--- config.mk ---
export PLATFORM = sky130hd
export DESIGN_NAME = tex_buffer_loader_flat
export DESIGN_NICKNAME = d
export VERILOG_FILES = /design/src/rtl/tex_pkg.sv /design/src/rtl/tex_buffer_loader_if.sv /design/src/rtl/tex_byte_packer.sv /design/src/rtl/tex_buffer_loader.sv /design/src/flat_wrapper.sv
export SDC_FILE = /design/constraint.sdc
export NUM_CORES = 1
export LEC_CHECK = 0
export ABC_AREA = 1
export CORE_AREA = 2 2 103 105
export CTS_BUF_LIST = sky130_fd_sc_hd__clkbuf_4 sky130_fd_sc_hd__clkbuf_8
export CTS_CLUSTER_DIAMETER = 120
export DETAILED_ROUTE_END_ITERATION = 10
export DIE_AREA = 0 0 105 107
export HOLD_SLACK_MARGIN = 0.02
export PLACE_DENSITY = 0.48
export SYNTH_ARGS = -nofsm -noshare
export SYNTH_HDL_FRONTEND = slang
export SYNTH_SLANG_ARGS = --single-unit
--- constraint.sdc ---
create_clock -name clk_i -period 3.15 [get_ports clk_i]
set_input_delay 0.63 -clock clk_i [delete_from_list [all_inputs] [get_ports clk_i]]
set_output_delay 0.63 -clock clk_i [all_outputs]
set_load 0.01 [all_outputs]
--- src/rtl/tex_pkg.sv ---
// ---------------------------------------------------------------------------
// tex_pkg
// Shared constants and types for the 64x64 RGB888 texture RAM.
// The loader (port A writer) and the texture mapper (port B reader) both take
// the geometry and address width from here.
//
// Contents:
//   TEX_W, TEX_H      texture geometry in texels
//   ADDR_W, DATA_W    RAM port widths
//   X_W, Y_W          column / row counter widths; address = {y, x}
//   BYTES_PER_TEXEL   host bytes per texel (3 for RGB888, 2 for RGB565)
//   load_state_t      loader FSM state encoding
//   rgb565_to_rgb888  RGB565 -> RGB888 expansion (replicates the top bits)
//
// Build option: TEX_LOAD_RGB565_EN selects the 2-byte RGB565 host format.
// ---------------------------------------------------------------------------
package tex_pkg;

  localparam int TEX_W  = 64;
  localparam int TEX_H  = 64;
  localparam int ADDR_W = 12;
  localparam int DATA_W = 24;

  localparam int X_W = $clog2(TEX_W);
  localparam int Y_W = ADDR_W - X_W;

`ifdef TEX_LOAD_RGB565_EN
  localparam int BYTES_PER_TEXEL = 2;
`else
  localparam int BYTES_PER_TEXEL = 3;
`endif

  typedef enum logic [1:0] {
    ST_IDLE    = 2'd0,
    ST_COLLECT = 2'd1,
    ST_WRITE   = 2'd2,
    ST_DONE    = 2'd3
  } load_state_t;

  // Low bits are filled by repeating the channel MSBs so full scale maps to 8'hFF.
  function automatic logic [DATA_W-1:0] rgb565_to_rgb888(input logic [15:0] px);
    logic [4:0] r5;
    logic [5:0] g6;
    logic [4:0] b5;
    r5 = px[15:11];
    g6 = px[10:5];
    b5 = px[4:0];
    return {r5, r5[4:2], g6, g6[5:4], b5, b5[4:2]};
  endfunction

endpackage

--- src/rtl/tex_buffer_loader_if.sv ---
// ---------------------------------------------------------------------------
// tex_buffer_loader_if
// Host byte stream into the texture loader (valid/ready handshake).
// A byte transfers on a clock edge where valid && ready.
//
// Signals:
//   valid  host has a byte on data
//   ready  loader takes the byte this cycle
//   data   host byte
// Modports:
//   master  host side   (drives valid, data)
//   slave   loader side (drives ready)
// ---------------------------------------------------------------------------
interface tex_buffer_loader_if;
  logic       valid;
  logic       ready;
  logic [7:0] data;

  modport master (output valid, output data, input ready);
  modport slave  (input valid, input data, output ready);
endinterface

--- src/rtl/tex_byte_packer.sv ---
// ---------------------------------------------------------------------------
// tex_byte_packer
// Counts accepted host bytes, steers them into colour lanes and presents the
// finished texel in the same cycle its last byte is accepted.
//
// Ports:
//   clk_i, reset_i   clock, asynchronous active-high reset
//   clear_i          drop any partial texel and restart at lane 0
//   byte_accept_i    a host byte is transferred this cycle
//   byte_data_i      the host byte
//   texel_o          packed RGB888 texel (valid only with texel_valid_o)
//   texel_valid_o    last byte of a texel is being accepted now
//
// Build option: TEX_LOAD_RGB565_EN packs 2 bytes (high first) as RGB565 and
// expands to RGB888; otherwise 3 bytes in R, G, B order.
// ---------------------------------------------------------------------------
module tex_byte_packer
  import tex_pkg::*;
(
  input  logic              clk_i,
  input  logic              reset_i,
  input  logic              clear_i,
  input  logic              byte_accept_i,
  input  logic [7:0]        byte_data_i,
  output logic [DATA_W-1:0] texel_o,
  output logic              texel_valid_o
);

  localparam logic [1:0] LAST_LANE = 2'(BYTES_PER_TEXEL - 1);

  logic [1:0] lane_q;
  logic [7:0] hi_q;
  logic       last_lane;
  logic       take;

  assign last_lane     = (lane_q == LAST_LANE);
  assign take          = byte_accept_i && !clear_i;
  assign texel_valid_o = take && last_lane;

  always_ff @(posedge clk_i or posedge reset_i) begin
    if (reset_i) begin
      lane_q <= 2'd0;
    end else if (clear_i) begin
      lane_q <= 2'd0;
    end else if (byte_accept_i) begin
      lane_q <= last_lane ? 2'd0 : lane_q + 2'd1;
    end
  end

  always_ff @(posedge clk_i or posedge reset_i) begin
    if (reset_i) begin
      hi_q <= 8'd0;
    end else if (take && (lane_q == 2'd0)) begin
      hi_q <= byte_data_i;
    end
  end

`ifdef TEX_LOAD_RGB565_EN
  // The final byte is used directly, so no storage is needed beyond the high byte.
  assign texel_o = rgb565_to_rgb888({hi_q, byte_data_i});
`else
  logic [7:0] mid_q;

  always_ff @(posedge clk_i or posedge reset_i) begin
    if (reset_i) begin
      mid_q <= 8'd0;
    end else if (take && (lane_q == 2'd1)) begin
      mid_q <= byte_data_i;
    end
  end

  assign texel_o = {hi_q, mid_q, byte_data_i};
`endif

endmodule

--- src/rtl/tex_buffer_loader.sv ---
// ---------------------------------------------------------------------------
// tex_buffer_loader
// Port A writer for the 64x64x24 texture RAM. Packs the host byte stream into
// texels and writes them row-major at {y, x}; tex_loaded_o tells the mapper a
// complete texture is resident.
//
// Ports:
//   clk_i          clock
//   reset_i        asynchronous active-high reset
//   load_start_i   pulse, starts a load (IDLE only; abort wins if both)
//   load_abort_i   pulse, cancels the load (a pending write still completes)
//   byte_if        host byte stream, slave side (ready only in COLLECT)
//   tex_wea_o      RAM write enable, one cycle per texel
//   tex_addra_o    RAM address, registered, held between writes
//   tex_dina_o     RAM write data, registered, held between writes
//   busy_o         state != IDLE
//   load_done_o    pulse after the last texel is written
//   tex_loaded_o   level, complete texture resident
//
// Build option: TEX_LOAD_RGB565_EN selects 2-byte RGB565 texels.
//
// state   | meaning
// --------+-----------------------------------------------------------
// IDLE    | waiting for load_start_i
// COLLECT | accepting host bytes for the current texel
// WRITE   | one-cycle RAM write of the registered texel, then advance
// DONE    | last texel written; pulse load_done_o, set tex_loaded_o
// ---------------------------------------------------------------------------
module tex_buffer_loader
  import tex_pkg::*;
(
  input  logic               clk_i,
  input  logic               reset_i,
  input  logic               load_start_i,
  input  logic               load_abort_i,
  tex_buffer_loader_if.slave byte_if,
  output logic               tex_wea_o,
  output logic [ADDR_W-1:0]  tex_addra_o,
  output logic [DATA_W-1:0]  tex_dina_o,
  output logic               busy_o,
  output logic               load_done_o,
  output logic               tex_loaded_o
);

  localparam logic [X_W-1:0] X_MAX = X_W'(TEX_W - 1);
  localparam logic [Y_W-1:0] Y_MAX = Y_W'(TEX_H - 1);

  load_state_t       state_q;
  load_state_t       state_d;
  logic [X_W-1:0]    x_q;
  logic [Y_W-1:0]    y_q;
  logic              last_texel;
  logic              start_ok;
  logic              collect_abort;
  logic              byte_ready;
  logic              byte_accept;
  logic              packer_clear;
  logic [DATA_W-1:0] texel;
  logic              texel_valid;

  assign last_texel    = (x_q == X_MAX) && (y_q == Y_MAX);
  assign start_ok      = (state_q == ST_IDLE) && load_start_i && !load_abort_i;
  assign collect_abort = (state_q == ST_COLLECT) && load_abort_i;
  assign byte_accept   = byte_if.valid && byte_ready;
  assign packer_clear  = start_ok || collect_abort;
  assign byte_if.ready = byte_ready;

  tex_byte_packer u_packer (
    .clk_i         (clk_i),
    .reset_i       (reset_i),
    .clear_i       (packer_clear),
    .byte_accept_i (byte_accept),
    .byte_data_i   (byte_if.data),
    .texel_o       (texel),
    .texel_valid_o (texel_valid)
  );

  always_ff @(posedge clk_i or posedge reset_i) begin
    if (reset_i) begin
      state_q <= ST_IDLE;
    end else begin
      state_q <= state_d;
    end
  end

  always_comb begin
    state_d = state_q;
    case (state_q)
      ST_IDLE: begin
        if (start_ok) state_d = ST_COLLECT;
      end
      ST_COLLECT: begin
        if (load_abort_i)     state_d = ST_IDLE;
        else if (texel_valid) state_d = ST_WRITE;
      end
      ST_WRITE: begin
        // The write itself is already on the port this cycle; abort only
        // stops what happens after it.
        if (load_abort_i)    state_d = ST_IDLE;
        else if (last_texel) state_d = ST_DONE;
        else                 state_d = ST_COLLECT;
      end
      ST_DONE: begin
        state_d = ST_IDLE;
      end
      default: begin
        state_d = ST_IDLE;
      end
    endcase
  end

  always_comb begin
    busy_o      = (state_q != ST_IDLE);
    byte_ready  = (state_q == ST_COLLECT);
    tex_wea_o   = (state_q == ST_WRITE);
    load_done_o = (state_q == ST_DONE);
  end

  always_ff @(posedge clk_i or posedge reset_i) begin
    if (reset_i) begin
      x_q <= '0;
      y_q <= '0;
    end else if (start_ok) begin
      x_q <= '0;
      y_q <= '0;
    end else if ((state_q == ST_WRITE) && !last_texel) begin
      if (x_q == X_MAX) begin
        x_q <= '0;
        y_q <= y_q + Y_W'(1);
      end else begin
        x_q <= x_q + X_W'(1);
      end
    end
  end

  // Address and data are captured with the last byte so WRITE needs no
  // extra cycle and the port holds steady between writes.
  always_ff @(posedge clk_i or posedge reset_i) begin
    if (reset_i) begin
      tex_addra_o <= '0;
      tex_dina_o  <= '0;
    end else if (texel_valid) begin
      tex_addra_o <= {y_q, x_q};
      tex_dina_o  <= texel;
    end
  end

  always_ff @(posedge clk_i or posedge reset_i) begin
    if (reset_i) begin
      tex_loaded_o <= 1'b0;
    end else if (start_ok) begin
      tex_loaded_o <= 1'b0;
    end else if (state_q == ST_DONE) begin
      tex_loaded_o <= 1'b1;
    end
  end

endmodule

--- src/flat_wrapper.sv ---
// flat-port wrapper written by rule: the top's interface ports become plain ports
module tex_buffer_loader_flat import tex_pkg::*;
  (clk_i, reset_i, load_start_i, load_abort_i, tex_wea_o, tex_addra_o, tex_dina_o, busy_o, load_done_o, tex_loaded_o, byte_if_valid, byte_if_data, byte_if_ready);
  tex_buffer_loader_if byte_if_i ();
  input  logic clk_i;
  input  logic reset_i;
  input  logic load_start_i;
  input  logic load_abort_i;
  output logic tex_wea_o;
  output logic [ADDR_W-1:0] tex_addra_o;
  output logic [DATA_W-1:0] tex_dina_o;
  output logic busy_o;
  output logic load_done_o;
  output logic tex_loaded_o;
  input wire logic [$bits(byte_if_i.valid)-1:0] byte_if_valid;
  input wire logic [$bits(byte_if_i.data)-1:0] byte_if_data;
  output wire logic [$bits(byte_if_i.ready)-1:0] byte_if_ready;
  assign byte_if_i.valid = byte_if_valid;
  assign byte_if_i.data = byte_if_data;
  assign byte_if_ready = byte_if_i.ready;
  tex_buffer_loader u_core (.clk_i(clk_i), .reset_i(reset_i), .load_start_i(load_start_i), .load_abort_i(load_abort_i), .byte_if(byte_if_i), .tex_wea_o(tex_wea_o), .tex_addra_o(tex_addra_o), .tex_dina_o(tex_dina_o), .busy_o(busy_o), .load_done_o(load_done_o), .tex_loaded_o(tex_loaded_o));
endmodule
; Word level (Yosys, flattened, before mapping)
; Cells that the tools add are included.
; Widths: inputs -> output; s select.
[classes]
n_addsub = 3
n_eq_ne = 9
mux = 17
n_reduce_logical = 23
[ops]
columns = operator, count
row1 = $mux 6, 6
row2 = $mux 2, 8
row3 = $add 6x1->6 const B, 2
row4 = $eq 6x6->1 const B, 2
row5 = $logic_and 1x1->1, 10
row6 = $reduce_bool 2->1, 5
row7 = $pmux 2 s4, 1
row8 = $eq 2x2->1 const B, 3
row9 = $eq 2x1->1 const B, 2
row10 = $logic_not 2->1, 2
row11 = $reduce_and 2->1, 2
row12 = $logic_not 1->1, 3
row13 = $ne 3x3->1 const B, 1
row14 = $add 2x1->2 const B, 1
row15 = $mux 1, 2
row16 = $ne 2x1->1 const B, 1
row17 = $logic_or 1x1->1, 1
[totals]
register_bits = 69
input_bits = 13
out_inout_bits = 41
wordCells = 61

; Depth between registers and ports, before layout
[depth]
ltp_word = 10
mapped_depth = 9

; Cells and area by module
; Synthesis repeated with hierarchy kept, for this count alone.
[unflattened]
hier_cells = 365
area_unflattened_um2 = 3145.5
[by_module_without_submodules]
columns = mod, instances, cells_each, area_each_um2, seq_area_each_um2
row1 = tex_buffer_loader, 1, 275, 2309.7, 1276.2
row2 = tex_byte_packer, 1, 90, 835.8, 450.4

; Least setup slack after synthesis
; No wires, ideal clock.
[synth_path]
path_type = input to register
start = in load_abort_i
end = reg u_core.u_packer.hi_q[0]
setup_ns = 0.117
t_arrival_ns = 1.359
required_time_ns = 3.033
setup_slack_ns = 1.674
cell_stages = 6
path_buffers = 0
path_cell_list = inv_1 nand4_4 nor3_4 inv_2 nand2_1 nand2_1
[synth_between]
elab_chain_len = 6
word_cells_on_any_way = 7
cone_classes = 7 x reduce/logical
[synth_lines]
columns = item, line_no
row1 = "start, declared", flat_wrapper.sv:8  ; input logic load_abort_i;
row2 = $logic_not 1->1, tex_buffer_loader.sv:62  ; assign start_ok = (state_q == ST_IDLE) && load_start_i && !load_abort_i;
row3 = $logic_and 1x1->1, tex_buffer_loader.sv:62
row4 = $logic_or 1x1->1 *, tex_buffer_loader.sv:65  ; assign packer_clear = start_ok || collect_abort;
row5 = $logic_not 1->1 *, tex_byte_packer.sv:37  ; assign take = byte_accept_i && !clear_i;
row6 = $logic_and 1x1->1 *, tex_byte_packer.sv:37
row7 = $logic_and 1x1->1 *, tex_byte_packer.sv:53  ; end else if (take && (lane_q == 2'd0)) begin
row8 = "end signal, assigned", tex_byte_packer.sv:54  ; hi_q <= byte_data_i;
row9 = "end, declared", tex_byte_packer.sv:32  ; logic [7:0] hi_q;
; Every way passes the cells marked *; elsewhere a longest branch is shown, timed or not.
; A chain may end at the register's enable or synchronous reset.

; Worst setup path in the final report
[layout_path]
start = reg u_core.state_q[1]
end = out byte_if_ready
[layout_between]
elab_chain_len = 1
[layout_lines]
columns = item, line_no
row1 = "start, declared", tex_buffer_loader.sv:48  ; load_state_t state_q;
row2 = "start signal, assigned", tex_buffer_loader.sv:82  ; state_q <= state_d;
row3 = $eq 2x1->1, tex_buffer_loader.sv:114  ; byte_ready = (state_q == ST_COLLECT);
row4 = "end, declared", flat_wrapper.sv:17  ; output wire logic [$bits(byte_if_i.ready)-1:0] byte_if_ready;
; Every way passes these cells.

==> impl_results.md <==
- Status: completed
- GPL Wtd Cong: ~0.78
- Yosys warns: 0
- Clk Latency, worst-skew pair: around 0.36 ns
- Worst slew pin tran: 0.639 ns
- Hold-fix buffers, CTS: 0
- CORE AREA: between 10000 and 15000 um2
- Die Wd: 105 um
- Cell variety after synth: 22
- Sequential share of the synthesized area: 0.580
- Max_slew headroom: 0.573
- Critical Path End Type: primary output
- Asr flop ratio synth: 1.00
- PD cells: approximately 750 nW/um2
- Row count: 37
- Hold crit path type: reg -> reg
- H-Tree Depth: 3
- Ant diodes: 0
- Fin crit period: 2.29 ns
- Die area: 11200 um2
- Setup Skew: approximately 0.0088 ns
- Mapped cell area: 2980 um2
- Total GRT Usage: 0.134
- First-pass DRT Iterations: 4
- Largest net degree at the start of global routing: 42
- CP required: between 2 and 3 ns
- Layout Nets: 420
- Critical Path AT: between 1.5 and 2 ns
- Placed insts: 530
- Clock slew at reported path FFs: 0.08 ns
- Post-place setup slack: between 0.8 and 0.9 ns
- Port Buffer Count: 53
- Via density: between 4 and 5
- Post-layout total power: 2.90 mW
- # resized after CTS: 0
- HPWL Detailed: around 5000 um
- Antenna violations before repair: 0
- Synthesis-to-layout area growth: 30.5%
- Final Hold Violating Endpoints: 0
- Number of setup buffers added after CTS: 0
- Synth area leader: dfrtp_1
- Fillcell total: 1065
- Initial Utilization: 0.295
- Worst-case clock buffer depth: 2
- Fin Setup TNS: 0 ns
- Final wirelength: just under 7000 um
- Share of cells above drive strength 1: 0.0902
- Post-synthesis net count: 360
- Syn Area/Cell: around 8.6 um2
- CTS buffer count: 9
- Utilization after layout: 0.385
- Global-route wire length before repair: 11700 um
- R2r setup slk: 1.52 ns
- DRT antenna net count: 0
- Final setup fails: 0
- Cell count after synthesis: 345
- Crit start category: flip-flop
- Fin crit share: 0.728
- Finished Layout Cells: approximately 550
- Peak supply drop: 295 uV
- CP Class: reg -> out
- Fmax: 436 MHz
- Ranking of synthesized cells by area: dfrtp_1 58%, nand2_1 19%, inv_1 3.7%
- P_leak: around 1.9 nW
- Number of global-route vias before repair: roughly 2300
- Slew Limit Fails: 0
- Number of synthesized flops with an enable pin: 0
- Top cell type's share of synthesized area: 0.580
- DR vias: 2355
- GRT Residual Overflow: 0
- Worst-path fanout max: 4
- CTS tree: built
- # IOs: 54
- Residual DRC: 0
- Max Cap Viol: 0
- Worst setup margin: 0.856 ns
- Top FF cell, synth: dfrtp_1
- Root Driver: clkbuf_8
- DRT iter0 DRCs: 121
- Chip height: around 110 um
- Sink Count: 69
- Synth Register Bits: 69
- Unrepaired setup endpoints after global routing: no
- WL per Instance: 12.7 um
==> synthesized netlist by cell type (3+ instances only) <==
| cell | instances |
|---|---|
| o21ai_0 | 15 |
| nor2_1 | 14 |
| nand4_1 | 4 |
| dfrtp_1 | 69 |
| inv_1 | 29 |
| nand2_1 | 153 |
| xor2_1 | 4 |
| nand3_1 | 11 |
| nand2_2 | 3 |
| a21oi_1 | 4 |
| buf_2 | 7 |
| inv_2 | 3 |
| o21ai_1 | 15 |
==> worst max-delay path, cell delays in order, from the launching register on <==
cell	delay, ns
dfrtp_1	0.40
inv_1	0.14
nand2_1	0.13
inv_1	0.10
clkdlybuf4s50_1	0.54
==> routing by layer <==
metal | GRT usage | routed length (um) | part of all wire
met5 | 0 | 0 | 0
met4 | 0.0714 | 156 | 0.022
met3 | 0.0267 | 258 | 0.037
met2 | 0.192 | 2910 | 0.42
met1 | 0.190 | 3630 | 0.52
==> per-stage QoR <==
stage          hold slack (ns)  cell area [um2]
3_3_place_gp             0.458             3690
2_1_floorplan            0.442             2980
4_1_cts                  0.480             3880
5_1_grt                  0.495             3880
6_report                 0.475             3880
3_5_place_dp             0.460             3690
==> power breakdown <==
part | internal (mW) | switching [mW] | total [mW]
logic | 0.409 | 0.437 | 0.846
registers | 1.15 | 0.176 | 1.33
clock network | 0.368 | 0.358 | 0.726
total | 1.93 | 0.972 | 2.90
==> final timing paths <==
kind	startpoint	endpoint	cells past startpoint
worst max-delay path	u_core.state_q[1]	byte_if_ready	4
worst min-delay path	u_core.tex_dina_o[20]	u_core.tex_dina_o[20]	2
worst max register to register	u_core.y_q[0]	u_core.x_q[5]	6
worst min register to register	u_core.tex_dina_o[20]	u_core.tex_dina_o[20]	2
max in group asynchronous	reset_i	u_core.u_packer.hi_q[6]	3
min in group asynchronous	reset_i	u_core.tex_dina_o[3]	2
==> sequential cells by signal, summed over array words and instances, names as in the netlist <==
signal	cells
u_core.state_q	2
u_core.tex_addra_o	12
u_core.u_packer.mid_q	8
u_core.u_packer.lane_q	2
u_core.x_q	6
u_core.tex_loaded_o	1
u_core.u_packer.hi_q	8
u_core.y_q	6
u_core.tex_dina_o	24
==> placed cells by master (no fill, tap or decap), drive strengths merged <==
| cell type | count |
|---|---|
| nor3 | 2 |
| bufinv | 1 |
| o21ai | 30 |
| ha | 2 |
| nor2 | 18 |
| nand2 | 158 |
| clkdlybuf4s50 | 53 |
| xnor2 | 1 |
| xor2 | 4 |
| dfrtp | 69 |
| clkbuf | 9 |
| nand4 | 5 |
| nand3 | 11 |
| clkinvlp | 1 |
| a21oi | 5 |
| inv | 33 |
| clkinv | 4 |
| buf | 4 |
==> kinds of logic (layout without fill, tap and decap cells) <==
group / after synthesis / count (layout) / synth area share
xor gates and xnor gates: 5 / 5 / 0.0147
buffers and inverters: 40 / 105 / 0.0559
adders and majority gates: 2 / 2 / 0.00840
AOI/OAI and AO/OA: 35 / 35 / 0.0601
and+or+nand+nor: 194 / 194 / 0.281
DFF: 69 / 69 / 0.580
==> area by class of cell <==
class	count	area, um2	share of cell area
clock buffer	9	124	0.0319
sequential	69	1730	0.444
tap	136	170	0.0438
inverter	32	120	0.0309
multi-input combinational	236	1080	0.279
timing repair buffer	57	586	0.151
clock inverter	7	73.8	0.0190
Power figures use the tool's default switching activity.
